<file path="src/rtl/sharemem_req_ctrl_if.sv">
// Request / arbiter / response bundle for the shared-memory request controller.
// The slave view is the controller; the master view is its environment (LSU, arbiter, consumer).
interface sharemem_req_ctrl_if #(
  parameter int NLANES = 16,
  parameter int TAGW   = 8
);
  localparam int CNTW = $clog2(NLANES) + 1;

  logic              req_valid_i;
  logic              req_ready_o;
  logic              req_is_write_i;
  logic [NLANES-1:0] req_activemask_i;
  logic [TAGW-1:0]   req_tag_i;

  logic              arb_enable_o;
  logic              arb_is_write_o;
  logic [NLANES-1:0] arb_activemask_o;
  logic              arb_bankconflict_i;
  logic [NLANES-1:0] arb_active_lane_i;

  logic              resp_valid_o;
  logic              resp_ready_i;
  logic              resp_is_write_o;
  logic [TAGW-1:0]   resp_tag_o;
  logic [NLANES-1:0] resp_lanemask_o;
  logic [CNTW-1:0]   resp_replays_o;
  logic              resp_mismatch_o;

  modport slave (
    input  req_valid_i, req_is_write_i, req_activemask_i, req_tag_i,
    input  arb_bankconflict_i, arb_active_lane_i, resp_ready_i,
    output req_ready_o, arb_enable_o, arb_is_write_o, arb_activemask_o,
    output resp_valid_o, resp_is_write_o, resp_tag_o, resp_lanemask_o,
    output resp_replays_o, resp_mismatch_o
  );

  modport master (
    output req_valid_i, req_is_write_i, req_activemask_i, req_tag_i,
    output arb_bankconflict_i, arb_active_lane_i, resp_ready_i,
    input  req_ready_o, arb_enable_o, arb_is_write_o, arb_activemask_o,
    input  resp_valid_o, resp_is_write_o, resp_tag_o, resp_lanemask_o,
    input  resp_replays_o, resp_mismatch_o
  );
endinterface

</file>
<file path="src/rtl/sharemem_req_ctrl.sv">
// Shared-memory request controller: accepts one LSU request, follows bank-conflict replays, returns one response.
// Optional performance counters are built only when SHAREMEM_PERF_CNT_EN is defined.
module sharemem_req_ctrl #(
  parameter int NLANES = 16,
  parameter int TAGW   = 8
) (
  input  logic                clk,
  input  logic                rst_n,
  sharemem_req_ctrl_if.slave  bus,
  output logic                busy_o,
  output logic [31:0]         perf_req_cnt_o,
  output logic [31:0]         perf_conf_cyc_o
);
  localparam int CNTW = $clog2(NLANES) + 1;
  localparam logic [CNTW-1:0] REPLAY_MAX = '1;

  typedef enum logic [1:0] {
    IDLE   = 2'd0,
    REPLAY = 2'd1,
    RESP   = 2'd2
  } state_e;

  state_e            state_q, state_d;
  logic              is_write_q, is_write_d;
  logic [TAGW-1:0]   tag_q, tag_d;
  logic [NLANES-1:0] amask_q, amask_d;
  logic [NLANES-1:0] acc_q, acc_d;
  logic [CNTW-1:0]   replays_q, replays_d;
  logic              req_ready;
  logic              accept;

  // Ready is masked by reset so nothing is handed to the arbiter while rst_n is low.
  assign req_ready = rst_n && (state_q == IDLE);
  assign accept    = bus.req_valid_i && req_ready;

  assign bus.req_ready_o      = req_ready;
  assign bus.arb_enable_o     = accept;
  assign bus.arb_is_write_o   = (state_q == IDLE) ? bus.req_is_write_i   : is_write_q;
  assign bus.arb_activemask_o = (state_q == IDLE) ? bus.req_activemask_i : amask_q;

  assign bus.resp_valid_o     = (state_q == RESP);
  assign bus.resp_is_write_o  = is_write_q;
  assign bus.resp_tag_o       = tag_q;
  assign bus.resp_lanemask_o  = acc_q;
  assign bus.resp_replays_o   = replays_q;
  assign bus.resp_mismatch_o  = (state_q == RESP) && (acc_q != amask_q);
  assign busy_o               = (state_q != IDLE);

  always_comb begin
    state_d    = state_q;
    is_write_d = is_write_q;
    tag_d      = tag_q;
    amask_d    = amask_q;
    acc_d      = acc_q;
    replays_d  = replays_q;
    case (state_q)
      IDLE: begin
        if (accept) begin
          is_write_d = bus.req_is_write_i;
          tag_d      = bus.req_tag_i;
          amask_d    = bus.req_activemask_i;
          acc_d      = bus.arb_active_lane_i;
          replays_d  = '0;
          state_d    = bus.arb_bankconflict_i ? REPLAY : RESP;
        end
      end
      REPLAY: begin
        acc_d = acc_q | bus.arb_active_lane_i;
        if (replays_q != REPLAY_MAX) begin
          replays_d = replays_q + CNTW'(1);
        end
        if (!bus.arb_bankconflict_i) begin
          state_d = RESP;
        end
      end
      RESP: begin
        if (bus.resp_ready_i) begin
          state_d = IDLE;
        end
      end
      default: state_d = IDLE;
    endcase
  end

  always_ff @(posedge clk) begin
    if (!rst_n) begin
      state_q    <= IDLE;
      is_write_q <= 1'b0;
      tag_q      <= '0;
      amask_q    <= '0;
      acc_q      <= '0;
      replays_q  <= '0;
    end else begin
      state_q    <= state_d;
      is_write_q <= is_write_d;
      tag_q      <= tag_d;
      amask_q    <= amask_d;
      acc_q      <= acc_d;
      replays_q  <= replays_d;
    end
  end

`ifdef SHAREMEM_PERF_CNT_EN
  logic [31:0] perf_req_q, perf_req_d;
  logic [31:0] perf_conf_q, perf_conf_d;

  // Both counters stick at all-ones rather than wrapping.
  always_comb begin
    perf_req_d  = perf_req_q;
    perf_conf_d = perf_conf_q;
    if (accept && (perf_req_q != 32'hFFFF_FFFF)) begin
      perf_req_d = perf_req_q + 32'd1;
    end
    if ((state_q == REPLAY) && (perf_conf_q != 32'hFFFF_FFFF)) begin
      perf_conf_d = perf_conf_q + 32'd1;
    end
  end

  always_ff @(posedge clk) begin
    if (!rst_n) begin
      perf_req_q  <= '0;
      perf_conf_q <= '0;
    end else begin
      perf_req_q  <= perf_req_d;
      perf_conf_q <= perf_conf_d;
    end
  end

  assign perf_req_cnt_o  = perf_req_q;
  assign perf_conf_cyc_o = perf_conf_q;
`else
  assign perf_req_cnt_o  = 32'd0;
  assign perf_conf_cyc_o = 32'd0;
`endif

endmodule

</file>
<file path="src/flat_wrapper.sv">
// flat-port wrapper written by rule: the top's interface ports become plain ports
module sharemem_req_ctrl_flat 
#(
  parameter int NLANES = 16,
  parameter int TAGW   = 8
)
  (clk, rst_n, busy_o, perf_req_cnt_o, perf_conf_cyc_o, bus_req_valid_i, bus_req_is_write_i, bus_req_activemask_i, bus_req_tag_i, bus_arb_bankconflict_i, bus_arb_active_lane_i, bus_resp_ready_i, bus_req_ready_o, bus_arb_enable_o, bus_arb_is_write_o, bus_arb_activemask_o, bus_resp_valid_o, bus_resp_is_write_o, bus_resp_tag_o, bus_resp_lanemask_o, bus_resp_replays_o, bus_resp_mismatch_o);
  sharemem_req_ctrl_if #(.NLANES(NLANES), .TAGW(TAGW)) bus_i ();
  input  logic clk;
  input  logic rst_n;
  output logic busy_o;
  output logic [31:0] perf_req_cnt_o;
  output logic [31:0] perf_conf_cyc_o;
  input wire logic [$bits(bus_i.req_valid_i)-1:0] bus_req_valid_i;
  input wire logic [$bits(bus_i.req_is_write_i)-1:0] bus_req_is_write_i;
  input wire logic [$bits(bus_i.req_activemask_i)-1:0] bus_req_activemask_i;
  input wire logic [$bits(bus_i.req_tag_i)-1:0] bus_req_tag_i;
  input wire logic [$bits(bus_i.arb_bankconflict_i)-1:0] bus_arb_bankconflict_i;
  input wire logic [$bits(bus_i.arb_active_lane_i)-1:0] bus_arb_active_lane_i;
  input wire logic [$bits(bus_i.resp_ready_i)-1:0] bus_resp_ready_i;
  output wire logic [$bits(bus_i.req_ready_o)-1:0] bus_req_ready_o;
  output wire logic [$bits(bus_i.arb_enable_o)-1:0] bus_arb_enable_o;
  output wire logic [$bits(bus_i.arb_is_write_o)-1:0] bus_arb_is_write_o;
  output wire logic [$bits(bus_i.arb_activemask_o)-1:0] bus_arb_activemask_o;
  output wire logic [$bits(bus_i.resp_valid_o)-1:0] bus_resp_valid_o;
  output wire logic [$bits(bus_i.resp_is_write_o)-1:0] bus_resp_is_write_o;
  output wire logic [$bits(bus_i.resp_tag_o)-1:0] bus_resp_tag_o;
  output wire logic [$bits(bus_i.resp_lanemask_o)-1:0] bus_resp_lanemask_o;
  output wire logic [$bits(bus_i.resp_replays_o)-1:0] bus_resp_replays_o;
  output wire logic [$bits(bus_i.resp_mismatch_o)-1:0] bus_resp_mismatch_o;
  assign bus_i.req_valid_i = bus_req_valid_i;
  assign bus_i.req_is_write_i = bus_req_is_write_i;
  assign bus_i.req_activemask_i = bus_req_activemask_i;
  assign bus_i.req_tag_i = bus_req_tag_i;
  assign bus_i.arb_bankconflict_i = bus_arb_bankconflict_i;
  assign bus_i.arb_active_lane_i = bus_arb_active_lane_i;
  assign bus_i.resp_ready_i = bus_resp_ready_i;
  assign bus_req_ready_o = bus_i.req_ready_o;
  assign bus_arb_enable_o = bus_i.arb_enable_o;
  assign bus_arb_is_write_o = bus_i.arb_is_write_o;
  assign bus_arb_activemask_o = bus_i.arb_activemask_o;
  assign bus_resp_valid_o = bus_i.resp_valid_o;
  assign bus_resp_is_write_o = bus_i.resp_is_write_o;
  assign bus_resp_tag_o = bus_i.resp_tag_o;
  assign bus_resp_lanemask_o = bus_i.resp_lanemask_o;
  assign bus_resp_replays_o = bus_i.resp_replays_o;
  assign bus_resp_mismatch_o = bus_i.resp_mismatch_o;
  sharemem_req_ctrl #(.NLANES(NLANES), .TAGW(TAGW)) u_core (.clk(clk), .rst_n(rst_n), .bus(bus_i), .busy_o(busy_o), .perf_req_cnt_o(perf_req_cnt_o), .perf_conf_cyc_o(perf_conf_cyc_o));
endmodule
</file>
<file path="config.mk">
export PLATFORM = sky130hd
export DESIGN_NAME = sharemem_req_ctrl_flat
export DESIGN_NICKNAME = d
export VERILOG_FILES = /design/src/rtl/sharemem_req_ctrl_if.sv /design/src/rtl/sharemem_req_ctrl.sv /design/src/flat_wrapper.sv
export SDC_FILE = /design/constraint.sdc
export NUM_CORES = 1
export LEC_CHECK = 0
export BUFFER_PORTS_ARGS = -buffer_cell sky130_fd_sc_hd__buf_2
export CAP_MARGIN = 0
export CORE_MARGIN = 5
export CORE_UTILIZATION = 40
export CTS_CLUSTER_DIAMETER = 30
export DETAILED_ROUTE_END_ITERATION = 6
export GPL_ROUTABILITY_DRIVEN = 0
export PLACE_DENSITY = 0.75
export SYNTH_ARGS = -nofsm -noshare
export SYNTH_HDL_FRONTEND = slang
export SYNTH_SLANG_ARGS = --single-unit
</file>
<file path="constraint.sdc">
create_clock -name clk -period 2 [get_ports clk]
set_input_delay 0.4 -clock clk [delete_from_list [all_inputs] [get_ports clk]]
set_output_delay 0.4 -clock clk [all_outputs]
set_load 0.01 [all_outputs]
</file>
==> Word level (Yosys, flattened, before mapping) <==
Index checks and enable logic that the tools add are counted.
Widths: inputs -> output; s select.
{ "classes": {"n_addsub": 1, "n_eq_ne": 8, "n_mux": 12, "n_bitwise": 1, "reduce_logical": 10} }
{ "op_table": {"columns": ["operator", "count"], "rows": [
  ["$mux 16", 2],
  ["$pmux 16 s2", 1],
  ["$ne 16x16->1", 1],
  ["$or 16x16->16", 1],
  ["$mux 5", 2],
  ["$pmux 5 s2", 1],
  ["$mux 2", 4],
  ["$ne 2x2->1 const B", 3],
  ["$pmux 2 s3", 1],
  ["$reduce_and 3->1", 2],
  ["$add 5x1->5 const B", 1],
  ["$ne 5x5->1 const B", 1],
  ["$reduce_and 2->1", 2],
  ["$reduce_bool 2->1", 2],
  ["$logic_and 1x1->1", 3],
  ["$eq 2x1->1 const B", 1],
  ["$eq 2x2->1 const B", 1],
  ["$logic_not 2->1", 1],
  ["$ne 2x1->1 const B", 1],
  ["$mux 1", 1]
]} }
{ "totals": {"regBits": 48, "input_bits": 46, "output_inout_bits": 116, "wordCells": 38} }

==> Logic depth before layout (Yosys ltp) <==
{ "depth": {"word_depth": 5, "ltp_mapped": 8, "depth_no_buf": 7} }

==> Worst setup path after synthesis <==
Ideal clock, no wire load.
{ "synth_timing": {"path_type": "flip-flop to flip-flop", "from": "reg u_core.replays_q[0] (netlist: u_core.bus.resp_replays_o[0])", "to": "reg u_core.replays_q[2] (netlist: u_core.bus.resp_replays_o[2])", "setup_time_ns": 0.116, "t_arrival_ns": 1.712, "required_time_ns": 1.884, "setup_slack_ns": 0.172, "path_stages_with_launch": 9, "n_path_buf": 1, "period_less_slack_ns": 1.828, "cell_sequence": "dfxtp_1 ha_1 and3_1 ha_1 or3b_1 buf_2 nand2_2 o21ai_1 a31o_1"} }
{ "synth_via": {"elab_chain_len": 3, "word_cells_on_any_way": 6, "cone_classes": "add/sub: 1; eq/ne: 2; mux: 2; reduce/logical: 1"} }
{ "synth_lines": {"columns": ["item", "line", "rtl"], "rows": [
  ["start, declared", "sharemem_req_ctrl.sv:28", "logic [CNTW-1:0] replays_q, replays_d;"],
  ["start signal, assigned", "sharemem_req_ctrl.sv:99", "replays_q <= replays_d;"],
  ["$add 5x1->5 or $ne 5x5->1 (tied branches)", "sharemem_req_ctrl.sv:70, sharemem_req_ctrl.sv:69", null],
  ["$mux 5 or $ne 2x1->1 (tied branches)", null, null],
  ["$pmux 5 s2 or $reduce_and 3->1 (tied branches)", null, null]
]} }
Several ways; a longest one is shown, not always the timed one. The select of a mux whose other input is x is not followed.
A chain may end at the register's enable or synchronous reset.

==> Final worst setup path <==
{ "layout_timing": {"from": "reg u_core.acc_q[1] (netlist: u_core.bus.resp_lanemask_o[1])", "to": "out bus_resp_mismatch_o"} }
{ "layout_via": {"elab_chain_len": 2} }
{ "layout_lines": {"columns": ["item", "line", "rtl"], "rows": [
  ["start, declared", "sharemem_req_ctrl.sv:27", "logic [NLANES-1:0] acc_q, acc_d;"],
  ["start signal, assigned", "sharemem_req_ctrl.sv:91", "acc_q <= '0;"],
  ["start signal, assigned", "sharemem_req_ctrl.sv:98", "acc_q <= acc_d;"],
  ["$ne 16x16->1", "sharemem_req_ctrl.sv:46", "assign bus.resp_mismatch_o = (state_q == RESP) && (acc_q != amask_q);"],
  ["$logic_and 1x1->1", "sharemem_req_ctrl.sv:46", null],
  ["end, declared", "flat_wrapper.sv:30", "output wire logic [$bits(bus_i.resp_mismatch_o)-1:0] bus_resp_mismatch_o;"]
]} }
No other way between the ends.

==> impl_table.tex <==
\begin{tabular}{lr}
\hline
Metric & Value \\
\hline
\multicolumn{2}{l}{\textbf{Timing}} \\
\quad Final setup fails & 0 \\
\quad Worst rel slew slack & 52.8\% \\
\quad Final hold violation count & 0 \\
\quad Achievable clock frequency & 521 MHz \\
\quad Max-slew violation total from the final report & 0 \\
\quad Post-route setup TNS & 0 ns \\
\quad Minimum period implied by the final worst setup slack & 1.92 ns \\
\quad Post-Route Skew & 0.00658 ns \\
\quad Tcrit/Tclk final & 96.0\% \\
\quad Setup repair after global routing missed its margin & yes \\
\quad Worst slew pin tran & 0.707 ns \\
\multicolumn{2}{l}{\textbf{Synth}} \\
\quad Summed instance area of the synthesized netlist & 0.00266 mm\^{}2 \\
\quad Register bit count reported by yosys & 48 \\
\quad Count of yosys warnings during synthesis & 0 \\
\quad Main area contributors after synthesis & dfxtp\_1 (36\%), buf\_4 (19\%), nand2\_1 (7.6\%) \\
\quad Share of synthesized area occupied by flip-flops and latches & 36.2\% \\
\quad Synth top area share & 36.2\% \\
\quad Number of different library cells in the post-synthesis netlist & 33 \\
\quad Post-synthesis cell count & 311 \\
\quad Synth area leader & dfxtp\_1 \\
\quad Avg Synthesized Cell Area & 8.55 um\^{}2 \\
\multicolumn{2}{l}{\textbf{Worst setup path}} \\
\quad Data required time at the worst endpoint & 1.60 ns \\
\quad Crit path cell chain & xnor2\_1 > nand4\_1 > nor4\_2 > nor2\_1 > buf\_2 \\
\quad Slowest CP cell & nor4\_2 \\
\quad Worst path arrival time & 1.52 ns \\
\quad Crit. End Element & output pin \\
\quad Max incr delay on CP & 0.36 ns \\
\quad Crit Path Max Fanout & 3 \\
\quad Crit start category & register \\
\quad Kind of critical path & register to output pin \\
\multicolumn{2}{l}{\textbf{Route}} \\
\quad Final wirelength & 6720 um \\
\quad Final ANT Viol Nets & 0 \\
\quad First-pass iteration count of the detailed router & 4 \\
\quad Via-to-Cell Ratio & 4.59 \\
\quad Number of DRC violations after detailed routing & 0 \\
\quad Vias & 2220 \\
\quad WL per Instance & 13.9 um \\
\quad DRT iter0 DRCs & 64 \\
\multicolumn{2}{l}{\textbf{Placement}} \\
\quad Hpwl dp & 5000 um \\
\quad Cell area after placement & 0.00296 mm\^{}2 \\
\quad Port Buf Inserts & 97 \\
\quad Total placed cells including tap cells & 475 \\
\multicolumn{2}{l}{\textbf{Power and ir drop}} \\
\quad LEAKAGE & 1.61 nW \\
\quad Ratio of total power to cell area & 739 mW/mm\^{}2 \\
\quad Largest voltage drop on the vdd net & 0.355 mV \\
\multicolumn{2}{l}{\textbf{Floorplanning}} \\
\quad Die extent in x & 91.5 um \\
\quad Starting density of the core & 41.4\% \\
\quad Vert. Die Dim & 91.5 um \\
\quad I/O Pins & 162 \\
\quad Area inside the core boundary & 0.00642 mm\^{}2 \\
\quad Die footprint & 0.00837 mm\^{}2 \\
\quad Num rows & 29 \\
\multicolumn{2}{l}{\textbf{Run}} \\
\quad Reported max-cap violation count & 0 \\
\multicolumn{2}{l}{\textbf{CTS}} \\
\quad CTS tree & done \\
\quad Post-CTS setup buffer count & 0 \\
\quad Reg clk slew, reported paths & 0.09 ns \\
\quad Number of H-tree levels & 2 \\
\quad Root buf cell & clkbuf\_8 \\
\quad Deepest clock path buffer count & 2 \\
\quad Later-pin clock latency in the skew report & 0.30 ns \\
\quad Clock Sinks & 48 \\
\quad Cts bufs inserted & 5 \\
\multicolumn{2}{l}{\textbf{Finish}} \\
\quad Fillcell total & 649 \\
\quad Number of nets in the layout & 454 \\
\quad Area delta synth->final & 17.0\% \\
\quad Cell Count, Final, Fillers Out & 484 \\
\quad Fraction of final layout cells sized beyond drive strength 1 & 34.9\% \\
\quad Antenna cells & 0 \\
\quad Fin area & 0.00311 mm\^{}2 \\
\multicolumn{2}{l}{\textbf{GRT}} \\
\quad Global-route congestion overflow total & 0 \\
\quad GRT Resource Usage Total & 15.3\% \\
\quad Maximum number of pins on one net before global-route repair & 51 \\
\quad First-pass GRT wire length & 10400 um \\
\quad Number of global-route vias before repair & 2120 \\
\quad Initial antenna violation count & 0 \\
\multicolumn{2}{l}{\textbf{Outcome}} \\
\quad Status & complete, no violations \\
\multicolumn{2}{l}{\textbf{Worst hold path}} \\
\quad Hold WC Path Type & input pin to register \\
\hline
\end{tabular}
==> power breakdown <==
part / switching, mW / total, mW / internal (mW)
registers: 0.0576 / 1.08 / 1.02
logic: 0.298 / 0.524 / 0.226
clock network: 0.325 / 0.695 / 0.370
total: 0.680 / 2.30 / 1.62
==> flip-flops by register name, summed over array words and instances (netlist names) <==
signal                      flops
u_core.bus.resp_is_write_o      1
u_core.bus.resp_tag_o           8
u_core.bus.resp_lanemask_o     16
u_core.state_q                  2
u_core.amask_q                 16
u_core.bus.resp_replays_o       5
==> Yosys cell counts (all sizes together) <==
cell     instances
nor2             5
ha               2
nor2b           16
a31oi            1
a21boi           2
and2             3
nand2           55
buf             74
and3             1
nand3           29
and4b            1
clkbuf           5
o32ai            1
inv              3
nor3             1
o21ai            3
a22oi           16
conb             1
a31o             1
nand4bb          1
nor4             1
nand2b           3
or3b             1
xnor2           16
nand4            4
mux2            17
dfxtp           48
==> cell families (layout without fill, tap and decap cells) <==
family,count (synthesis),count (layout),synth area share [%]
flip-flops,48,48,36.2
multiplexers,17,17,7.20
buffers and inverters,82,115,21.7
other,1,64,0.141
AO/OA/AOI/OAI,24,24,6.54
AND/OR/NAND/NOR,121,121,22.0
adder cells (fa/ha/maj),2,2,0.941
XOR/XNOR,16,16,5.27
==> layer usage <==
layer	track usage, %	up-vias	share of wire [%]
met3	4.46	5	8.8
met1	19.2	1023	44
met4	3.77	0	0.65
met5	0	-	0
li1	-	1092	-
met2	25.7	100	47
==> cell type report <==
cell class	count	area (um^2)	area share, %
Multi-Input combinational cell	244	1380	44.4
Sequential cell	48	970	31.2
Timing Repair Buffer	104	542	17.4
Clock buffer	5	68.8	2.21
Tap cell	77	96.3	3.10
Inverter	3	11.3	0.362
Clock inverter	3	42.5	1.37
==> final timing paths <==
check | start | endpoint | slack, ns | cells after the start
worst min-delay path | bus_req_tag_i[1] | u_core.bus.resp_tag_o[1] | 0.28 | 3
worst max register to register | u_core.bus.resp_replays_o[0] | u_core.bus.resp_replays_o[2] | 0.10 | 7
worst min register to register | u_core.bus.resp_tag_o[7] | u_core.bus.resp_tag_o[7] | 0.46 | 2
worst max-delay path | u_core.bus.resp_lanemask_o[1] | bus_resp_mismatch_o | 0.08 | 5
==> through the flow <==
stage	hold slack (ns)	power, mW	utilization (%)	worst slack [ns]
2_1_floorplan	0.457	1.51	-	0.172
3_3_place_gp	0.439	1.60	46.1	0.175
3_5_place_dp	0.443	1.61	46.1	0.117
4_1_cts	0.269	2.33	48.0	0.0105
5_1_grt	0.283	2.43	48.4	-0.00803
6_report	0.281	2.30	48.4	0.0791
==> worst max-delay path: cells and delay by family, from the launching register on <==
| family | cells | cell delay [ns] |
|---|---|---|
| XOR/XNOR | 1 | 0.20 |
| flip-flops | 1 | 0.34 |
| AND/OR/NAND/NOR | 3 | 0.55 |
| buffers and inverters | 1 | 0.14 |
==> cell usage in the layout, fill, tap and decap left out, drive strengths merged, types with 2 or more instances in the layout <==
master,instances
inv,3
nor2b,16
mux2,17
xnor2,16
nand3,29
o21ai,3
conb,64
buf,104
nor2,5
a21boi,2
nand4,4
clkbuf,5
nand2b,3
and2,3
a22oi,16
nand2,55
ha,2
dfxtp,48
==> repair_timing <==
action                     in CTS  in global routing
gates resized for setup         2                 11
setup endpoints to repair       2                 13
hold buffers                    0                  0
cloned                          0                  1
pin swaps                       1                  1
No activity file was read; power rests on OpenSTA's default activity.
